File: config.mk
export PLATFORM = sky130hd
export DESIGN_NAME = dac_comp_array
export DESIGN_NICKNAME = d
export VERILOG_FILES = /design/src/rtl/dac_comp_array.sv
export SDC_FILE = /design/constraint.sdc
export NUM_CORES = 1
export LEC_CHECK = 0
export ABC_AREA = 1
export CORE_MARGIN = 10
export CORE_UTILIZATION = 40
export CTS_CLUSTER_SIZE = 16
export DETAILED_ROUTE_END_ITERATION = 7
export PLACE_DENSITY = 0.7
export SETUP_SLACK_MARGIN = 0.4
export SLEW_MARGIN = 10
export SYNTH_ARGS = -nofsm -noshare
export SYNTH_HDL_FRONTEND = slang
export SYNTH_SLANG_ARGS = --single-unit
File: constraint.sdc
create_clock -name clk -period 5.4 [get_ports clk]
set_clock_uncertainty 0.1 [all_clocks]
set_input_delay 1.08 -clock clk [delete_from_list [all_inputs] [get_ports clk]]
set_output_delay 1.08 -clock clk [all_outputs]
set_load 0.05 [all_outputs]
File: src/rtl/dac_comp_array.sv
// Multi-channel P/M 1-bit DAC pairs (PWM or first-order sigma-delta) with a
// per-period ones comparator, driven from one shared prescaler and phase counter.
module dac_comp_array #(
    parameter int WIDTH      = 8,
    parameter int CHANNELS   = 2,
    parameter int PRESCALE_W = 4
) (
    input  logic                      clk,
    input  logic                      rst,
    input  logic [CHANNELS-1:0]       en,
    input  logic                      mode,
    input  logic [PRESCALE_W-1:0]     prescale,
    input  logic [CHANNELS*WIDTH-1:0] code_p,
    input  logic [CHANNELS*WIDTH-1:0] code_m,
    output logic [CHANNELS-1:0]       dac_p,
    output logic [CHANNELS-1:0]       dac_m,
    output logic [CHANNELS-1:0]       cmp_out,
    output logic [CHANNELS-1:0]       cmp_eq,
    output logic [CHANNELS-1:0]       cmp_valid,
    output logic                      period_end
);

    localparam logic [WIDTH-1:0] PH_MAX = '1;

    logic [PRESCALE_W-1:0] pre_q, pre_d;
    logic [WIDTH-1:0]      ph_q, ph_d;
    logic                  tick, last;
    logic                  act_mode_q;

    logic [WIDTH-1:0] act_p_q [CHANNELS];
    logic [WIDTH-1:0] act_m_q [CHANNELS];
    logic [WIDTH-1:0] acc_p_q [CHANNELS];
    logic [WIDTH-1:0] acc_m_q [CHANNELS];
    logic [WIDTH-1:0] cnt_p_q [CHANNELS];
    logic [WIDTH-1:0] cnt_m_q [CHANNELS];

    logic [WIDTH:0]   sum_p [CHANNELS];
    logic [WIDTH:0]   sum_m [CHANNELS];
    logic [WIDTH:0]   tot_p [CHANNELS];
    logic [WIDTH:0]   tot_m [CHANNELS];
    logic [CHANNELS-1:0] f_p, f_m;

    logic [CHANNELS-1:0] dac_p_q, dac_m_q, cmp_out_q, cmp_eq_q, cmp_valid_q;
    logic                period_end_q;

    always_comb begin
        tick = (pre_q >= prescale);
        last = tick && (ph_q == PH_MAX);
        pre_d = tick ? '0 : pre_q + 1'b1;
        ph_d  = tick ? ph_q + 1'b1 : ph_q;
    end

    // Stream sample for the current phase; the carry of acc+act is the sigma-delta bit.
    always_comb begin
        f_p = '0;
        f_m = '0;
        for (int i = 0; i < CHANNELS; i++) begin
            sum_p[i] = {1'b0, acc_p_q[i]} + {1'b0, act_p_q[i]};
            sum_m[i] = {1'b0, acc_m_q[i]} + {1'b0, act_m_q[i]};
            if (act_mode_q) begin
                f_p[i] = sum_p[i][WIDTH];
                f_m[i] = sum_m[i][WIDTH];
            end else begin
                f_p[i] = (ph_q < act_p_q[i]);
                f_m[i] = (ph_q < act_m_q[i]);
            end
            tot_p[i] = {1'b0, cnt_p_q[i]} + {{WIDTH{1'b0}}, f_p[i]};
            tot_m[i] = {1'b0, cnt_m_q[i]} + {{WIDTH{1'b0}}, f_m[i]};
        end
    end

    always_ff @(posedge clk) begin
        if (rst) begin
            pre_q        <= '0;
            ph_q         <= '0;
            act_mode_q   <= 1'b0;
            period_end_q <= 1'b0;
            dac_p_q      <= '0;
            dac_m_q      <= '0;
            cmp_out_q    <= '0;
            cmp_eq_q     <= '1;
            cmp_valid_q  <= '0;
            for (int i = 0; i < CHANNELS; i++) begin
                act_p_q[i] <= '0;
                act_m_q[i] <= '0;
                acc_p_q[i] <= '0;
                acc_m_q[i] <= '0;
                cnt_p_q[i] <= '0;
                cnt_m_q[i] <= '0;
            end
        end else begin
            pre_q        <= pre_d;
            ph_q         <= ph_d;
            period_end_q <= last;
            if (last) begin
                act_mode_q <= mode;
            end
            for (int i = 0; i < CHANNELS; i++) begin
                // Shadow load happens even on disabled channels.
                if (last) begin
                    act_p_q[i] <= code_p[i*WIDTH +: WIDTH];
                    act_m_q[i] <= code_m[i*WIDTH +: WIDTH];
                end
                cmp_valid_q[i] <= last && en[i];
                if (!en[i]) begin
                    dac_p_q[i] <= 1'b0;
                    dac_m_q[i] <= 1'b0;
                    acc_p_q[i] <= '0;
                    acc_m_q[i] <= '0;
                    cnt_p_q[i] <= '0;
                    cnt_m_q[i] <= '0;
                end else if (tick) begin
                    dac_p_q[i] <= f_p[i];
                    dac_m_q[i] <= f_m[i];
                    if (last) begin
                        cmp_out_q[i] <= (tot_p[i] > tot_m[i]);
                        cmp_eq_q[i]  <= (tot_p[i] == tot_m[i]);
                        acc_p_q[i]   <= '0;
                        acc_m_q[i]   <= '0;
                        cnt_p_q[i]   <= '0;
                        cnt_m_q[i]   <= '0;
                    end else begin
                        cnt_p_q[i] <= tot_p[i][WIDTH-1:0];
                        cnt_m_q[i] <= tot_m[i][WIDTH-1:0];
                        if (act_mode_q) begin
                            acc_p_q[i] <= sum_p[i][WIDTH-1:0];
                            acc_m_q[i] <= sum_m[i][WIDTH-1:0];
                        end
                    end
                end
            end
        end
    end

    assign dac_p      = dac_p_q;
    assign dac_m      = dac_m_q;
    assign cmp_out    = cmp_out_q;
    assign cmp_eq     = cmp_eq_q;
    assign cmp_valid  = cmp_valid_q;
    assign period_end = period_end_q;

endmodule

==> flow_summary_export.csv, run 1 <==
group,metric,value,unit
run,maxCapViolations,0,
clock_tree,numCtsBuffers,17,
routing,routed_wirelength,15.8,mm
routing,dr.pass1.iters,5,
synthesis,ys_async_sr_fraction,0,
grt,grt_util_all_layers,0.134,
clock_tree,cts_hold_buf,0,
sta,fin_crit_sh,0.699,
critical_path,cpMaxStageDelayCell,"edfxtp_1",
finish,layout-drive-gt1-share,0.0488,
critical_path,cp.required,5630,ps
placed_design,dpl-instance-area,0.00834,sq mm
placed_design,dpl.cell_count,1144,
grt,grt_pass1_wl,26.4,mm
finish,areaGrowthSynthToFinish,18.1,%
critical_path,cpPeakStageDelay,420,ps
clock_tree,clk_latency,430,ps
synthesis,syn_inst,868,
clock_tree,postCtsSetupBuffers,0,
routing,avgViaCountPerCell,4.77,
power_and_ir_drop,p_int,1.94,mW
floorplan,rows,50,
synthesis,synth_area_leader_cell,"edfxtp_1",
sta,tightest_slew,775,ps
synthesis,seq_area_frac_synth,0.443,
power_and_ir_drop,peakVddDrop,0.241,mV
clock_tree,path_clk_slew,60,ps
power_and_ir_drop,comb_power_share,0.134,
sta,maxSlewHeadroom,0.482,
placed_design,port-buffer-count,51,
finish,n_antenna_cell,0,
synthesis,ys_seq_elements,120,
critical_path,r2r_slack,1620,ps
sta,rsz0062_at_grt,"no",
sta,finalCriticalPeriod,3780,ps
finish,fin_cells,1176,
grt,grt_overflow,0,
min_path,hold_path_class,"flop to flop",
critical_path,crit_family,"simple AND/OR/NAND/NOR gates",
floorplan,core,0.0187,sq mm
critical_path,worst-path-buf-inv,0,
synthesis,yosys-top-cells-count,"inv_1, nand2_1, nor2_1",
clock_tree,cts_resized,0,
finish,fin_area,0.00897,sq mm
power_and_ir_drop,switching_share,0.264,
critical_path,critPathCaptureType,"flop",
finish,final_nets,1066,
synthesis,ys_types,34,
power_and_ir_drop,p_clk_frac,0.452,
finish,post-route-util,0.479,
synthesis,synth_area_leaders,"edfxtp_1, ha_1, inv_1",
critical_path,cpMostUsedCell,"nand3_1",
sta,maxSlewViolCount,0,
synthesis,synth_ff_type,"edfxtp_1",
floorplan,die_h,158,um
routing,drt_iter0_markers,310,
min_path,worstHoldStart,"pre_q[0]$_SDFF_PP0_",
sta,final-setup-viol-count,0,
critical_path,crit_chain,"ha_1 -> nand3_1 -> nand2_1 -> nand2_1 -> o21ai_0 -> and2_1 -> ha_1 -> nand3_1 -> nor3b_1 -> nand3_1 -> xor2_1 -> ha_1 -> nand2_1 -> nor3_1 -> nand3_1 -> a21oi_1 -> nor2_1",
clock_tree,htree_levels,4,
synthesis,syn_avg_cell_area,8.75,sq um
critical_path,cp-startpoint,"act_m_q[0][10]$_SDFFCE_PN0P_",
floorplan,die_w,158,um
critical_path,worstReg2RegStart,"act_m_q[0][10]$_SDFFCE_PN0P_",
synthesis,synth_top_area_share,0.380,
synthesis,ys_warn_count,0,
sta,setup-tns-final,0,ps
power_and_ir_drop,p_leak,4.35,nW
clock_tree,root_buffer,"clkbuf_16",
critical_path,cp_max_fo,4,
outcome,status,"completed",
grt,antenna_found_initial,0,
routing,vias,5609,
power_and_ir_drop,switchingPower,0.695,mW
clock_tree,cts_tree,"done",
sta,timing.fmax,0.265,GHz
sta,hold_violations,0,
placed_design,place_hpwl,11.4,mm
critical_path,critPathArrivalTime,4000,ps
clock_tree,clkSinkCount,120,
sta,worst_slack,1620,ps
routing,drc_errors,0,
routing,ant_nets,0,
floorplan,io_pins,52,
grt,grt_max_degree,34,
power_and_ir_drop,p_seq_frac,0.414,
floorplan,die_area,0.0249,sq mm
synthesis,syn_area,0.00759,sq mm
synthesis,syn_nets,1005,
placed_design,pre_cts_slack,1510,ps
floorplan,initial_core_util,0.406,
placed_design,gp_congestion,0.859,
clock_tree,clockBufferDepth,2,
critical_path,cp-start-kind,"flop",
critical_path,criticalPathCategory,"flop to flop",
routing,routedWlPerCell,13.5,um
synthesis,synth_edf_count,96,
synthesis,yosysMostFrequentCell,"inv_1",
power_and_ir_drop,p_per_area,294,mW/mm^2
grt,grt_pass1_vias,5621,
==> metal layers <==
metal / up-vias / routed length (um) / global-route usage
met1: 2529 / 7620 / 0.168
met3: 17 / 740 / 0.0364
met5: - / 0 / 0
li1: 2967 / - / -
met4: 0 / 220 / 0.0445
met2: 96 / 7240 / 0.218
==> worst paths after layout <==
path / to / depth (start not counted)
worst max-delay path: cmp_out[1]$_SDFFE_PP0P_ / 17
worst max register to register: cmp_out[1]$_SDFFE_PP0P_ / 17
worst min-delay path: pre_q[0]$_SDFF_PP0_ / 1
worst min register to register: pre_q[0]$_SDFF_PP0_ / 1
==> logic make-up (layout without fill, tap and decap cells) <==
family | Yosys count | after routing | share of synthesized area
and+or+nand+nor | 352 | 352 | 0.197
buffers and inverters | 169 | 243 | 0.0870
DFF | 120 | 120 | 0.443
AOI/OAI and AO/OA | 97 | 97 | 0.0715
adders and majority gates | 96 | 96 | 0.162
xor gates and xnor gates | 34 | 34 | 0.0392
==> stage by stage <==
step	power (mW)	hold slack, ps
after floorplan	1.35	330
after global placement	1.45	341
after detailed placement	1.46	358
after CTS	2.66	370
after global routing	2.76	386
final	2.63	366
==> area by class of cell <==
class                      count  area (sq um)
clock buffer                  22           528
clock inverter                10          98.8
inverter                     159           597
multi-input combinational    579          3570
sequential                   120          3360
timing repair buffer          52           518
tap                          234           293
fill                        1763          9740
==> layout by cell type (no fill, tap or decap), drive strengths merged, types with 2 or more instances in the layout <==
master,netlist,layout
a21boi,4,4
a21o,8,8
a21oi,60,60
and2,4,4
clkbuf,1,22
clkdlybuf4s50,0,51
clkinv,2,5
dfxtp,24,24
edfxtp,96,96
fa,4,4
ha,92,92
inv,157,163
nand2,150,150
nand3,56,56
nand4,5,5
nor2,120,120
nor3,10,10
nor3b,2,2
o211ai,2,2
o21a,5,5
o21ai,14,14
o21bai,3,3
or2,4,4
xnor2,14,14
xor2,20,20
==> worst register-to-register path, stage by stage, from the launching register on <==
cell      delay (ps)
edfxtp_1         420
ha_1             380
nand3_1           90
nand2_1          110
nand2_1          100
o21ai_0          330
and2_1           200
ha_1             170
nand3_1          130
nor3b_1          350
nand3_1          140
xor2_1           190
ha_1             280
nand2_1           80
nor3_1           250
nand3_1          150
a21oi_1          170
nor2_1            50
==> sequential cells by signal, summed over array words and instances (netlist names) <==
| signal | cells |
|---|---|
| dac_p | 2 |
| cnt_p_q | 16 |
| pre_q | 4 |
| ph_q | 8 |
| act_p_q | 16 |
| cmp_valid | 2 |
| act_m_q | 16 |
| cmp_out | 2 |
| cnt_m_q | 16 |
| period_end | 1 |
| dac_m | 2 |
| acc_p_q | 16 |
| act_mode_q | 1 |
| acc_m_q | 16 |
| cmp_eq | 2 |
==> power groups by stage <==
stage          Clock (mW)  Sequential (mW)  Combinational [mW]
3_5_place_dp            0             1.11               0.350
4_1_cts              1.21             1.09               0.357
2_1_floorplan           0             1.10               0.249
5_1_grt              1.25             1.10               0.411
6_report             1.19             1.09               0.352
3_3_place_gp            0             1.11               0.341
Note: power is estimated with default switching activity, not from simulation.
==> run 2: changes to the inputs <==
--- a/config.mk
+++ b/config.mk
@@ -10,7 +10,7 @@
 export CORE_UTILIZATION = 40
 export CTS_CLUSTER_SIZE = 16
 export DETAILED_ROUTE_END_ITERATION = 7
-export PLACE_DENSITY = 0.7
+export PLACE_DENSITY = 0.72
 export SETUP_SLACK_MARGIN = 0.4
 export SLEW_MARGIN = 10
 export SYNTH_ARGS = -nofsm -noshare
==> constraint.sdc (replaced) <==
create_clock -name clk -period 3.2 [get_ports clk]
set_clock_uncertainty 0.1 [all_clocks]
set_input_delay 0.64 -clock clk [delete_from_list [all_inputs] [get_ports clk]]
set_output_delay 0.64 -clock clk [all_outputs]
set_load 0.05 [all_outputs]
==> run 2 against run 1 <==
Compared with the run above: the run now ends with setup timing left; final cell count rose by 7.4%; sequential share of layout area fell by 5.0 points; total power rose by 78%; core utilization rose by 7.5 points; critical path depth rose by 2; combinational power rose by 130%; flip-flop and latch count did not move; critical endpoint is now cmp_out[0]$_SDFFE_PP0P_; largest power group unchanged.
==> flow_summary_export.csv, run 2 (same netlist as run 1, synthesis figures left out) <==
group,metric,value,unit
outcome,status,"complete, but fails checks",
outcome,violations,"setup timing",
clock_tree,clk_latency,430,ps
sta,tightest_slew,519,ps
sta,worst_slack,-82.5,ps
finish,fin_area,0.0104,sq mm
finish,final_common_cell,"inv_1",
floorplan,io_pins,52,
clock_tree,clockBufferDepth,2,
grt,grt_pass1_wl,29.2,mm
routing,drt_iter0_markers,263,
critical_path,cp_max_fo,3,
critical_path,worstReg2RegStart,"act_p_q[0][0]$_SDFFCE_PN0P_",
routing,vias,6090,
critical_path,crit_family,"adder cells",
placed_design,gp_congestion,0.842,
floorplan,die_h,158,um
routing,routed_wirelength,17.8,mm
critical_path,cpMostUsedCell,"ha_4",
critical_path,cp-startpoint,"act_p_q[0][0]$_SDFFCE_PN0P_",
placed_design,dpl-instance-area,0.00912,sq mm
critical_path,criticalPathCategory,"flop to flop",
routing,drc_errors,0,
sta,final-setup-viol-count,2,
critical_path,cp.required,3420,ps
routing,routedWlPerCell,14.1,um
sta,whs,371,ps
critical_path,cpPeakStageDelay,430,ps
routing,dr.pass1.iters,5,
floorplan,rows,50,
placed_design,port-buffer-count,51,
min_path,worstHoldStart,"pre_q[0]$_SDFF_PP0_",
critical_path,cp-start-kind,"flop",
finish,n_antenna_cell,0,
grt,grt_max_degree,34,
critical_path,critPathCaptureType,"flop",
routing,ant_nets,0,
power_and_ir_drop,peakVddDrop,0.364,mV
critical_path,worst-path-buf-inv,1,
clock_tree,numCtsBuffers,17,
clock_tree,path_clk_slew,60,ps
run,maxCapViolations,0,
clock_tree,htree_levels,4,
grt,grt_overflow,0,
floorplan,core,0.0187,sq mm
floorplan,die_area,0.0249,sq mm
critical_path,critPathArrivalTime,3500,ps
finish,final_cell_mix,"inv_1, nand2_1, nor2_1",
sta,rsz0062_at_grt,"yes",
sta,timing.fmax,0.305,GHz
power_and_ir_drop,total_power,4.69,mW
clock_tree,cts_tree,"done",
floorplan,die_w,158,um
sta,maxSlewHeadroom,0.653,
min_path,hold_path_class,"flop to flop",
routing,avgViaCountPerCell,4.82,
finish,areaGrowthSynthToFinish,36.5,%
finish,layout-drive-gt1-share,0.230,
power_and_ir_drop,p_per_area,453,mW/mm^2
grt,grt_pass1_vias,6223,
critical_path,cpMaxStageDelayCell,"edfxtp_1",
finish,n_fill_cell,1592,
critical_path,crit_chain,"ha_4 -> fa_2 -> nand3_2 -> nand2_2 -> nand2_2 -> o21ai_2 -> and2_4 -> ha_4 -> ha_4 -> nand2_4 -> inv_2 -> nand4_1 -> xor2_1 -> ha_1 -> a21oi_2 -> o21a_1 -> nand3_1 -> a21oi_1 -> nor2_1",
clock_tree,root_buffer,"clkbuf_16",
grt,grt_util_all_layers,0.148,
sta,maxSlewViolCount,0,
sta,fin_crit_sh,1.03,
clock_tree,clkSinkCount,120,
sta,hold_violations,0,
finish,final_nets,1153,
sta,finalCriticalPeriod,3280,ps
floorplan,initial_core_util,0.406,
grt,antenna_found_initial,0,
placed_design,place_hpwl,12.4,mm
power_and_ir_drop,p_leak,4.86,nW
-- run 2: cell types whose count changed in the layout (fill, tap and decap cells not counted), moves of 15 or more --
cell,before,now
buf_4,1,79
ha_1,92,66
ha_4,0,24
nand2_1,149,132
nand2_2,1,16
nand3_1,52,35
-- run 2: metal layers --
layer | wire [um] | global-route usage | share of wire | vias up
met5 | 0 | 0 | 0 | -
met2 | 8750 | 0.254 | 0.49 | 120
met1 | 7820 | 0.170 | 0.44 | 2805
met4 | 479 | 0.0659 | 0.027 | 0
li1 | - | - | - | 3136
met3 | 785 | 0.0393 | 0.044 | 29
-- run 2: repair_timing --
item                       CTS  global route
gates resized for setup     43            45
setup endpoints to repair    9            10
hold buffers                 0             0
pin swaps                   26            15
buffers inserted            11            12
-- run 2: metrics by stage --
stage	setup WS [ps]	util	TNS, ps	cells
after global routing	-246	0.554	-823	1263
after global placement	-134	0.487	-231	1208
after floorplan	145	-	0	868
final	-82.5	0.554	-152	1263
after detailed placement	-191	0.487	-489	1208
after CTS	-34.0	0.538	-63.3	1251
-- run 2: final timing paths --
check	endpoint	slack (ps)	cells past startpoint
max	cmp_out[0]$_SDFFE_PP0P_	-80	19
min	pre_q[0]$_SDFF_PP0_	370	1
max reg2reg	cmp_out[0]$_SDFFE_PP0P_	-80	19
min reg2reg	pre_q[0]$_SDFF_PP0_	370	1
-- run 2: area by class of cell --
cell class	instances	area, sq um	area share
Clock buffer	24	472	0.0455
Clock inverter	8	144	0.0139
Inverter	159	597	0.0576
Multi-Input combinational cell	579	4240	0.409
Sequential cell	120	3370	0.325
Tap cell	234	293	0.0282
Timing Repair Buffer	139	1250	0.120
-- run 2: worst reg2reg max path, delay by kind of cell, from the launching register on --
family | cells | cell delay, ps
XOR/XNOR | 1 | 230
buffers and inverters | 1 | 40
adder cells (fa/ha/maj) | 5 | 1220
AND/OR/NAND/NOR | 8 | 690
flip-flops | 1 | 430
AO/OA/AOI/OAI | 4 | 470
-- run 2: power breakdown --
group	switching, mW	internal [mW]	leakage [nW]
clock network	0.681	1.34	0.302
logic	0.434	0.379	3.34
registers	0.0810	1.78	1.22
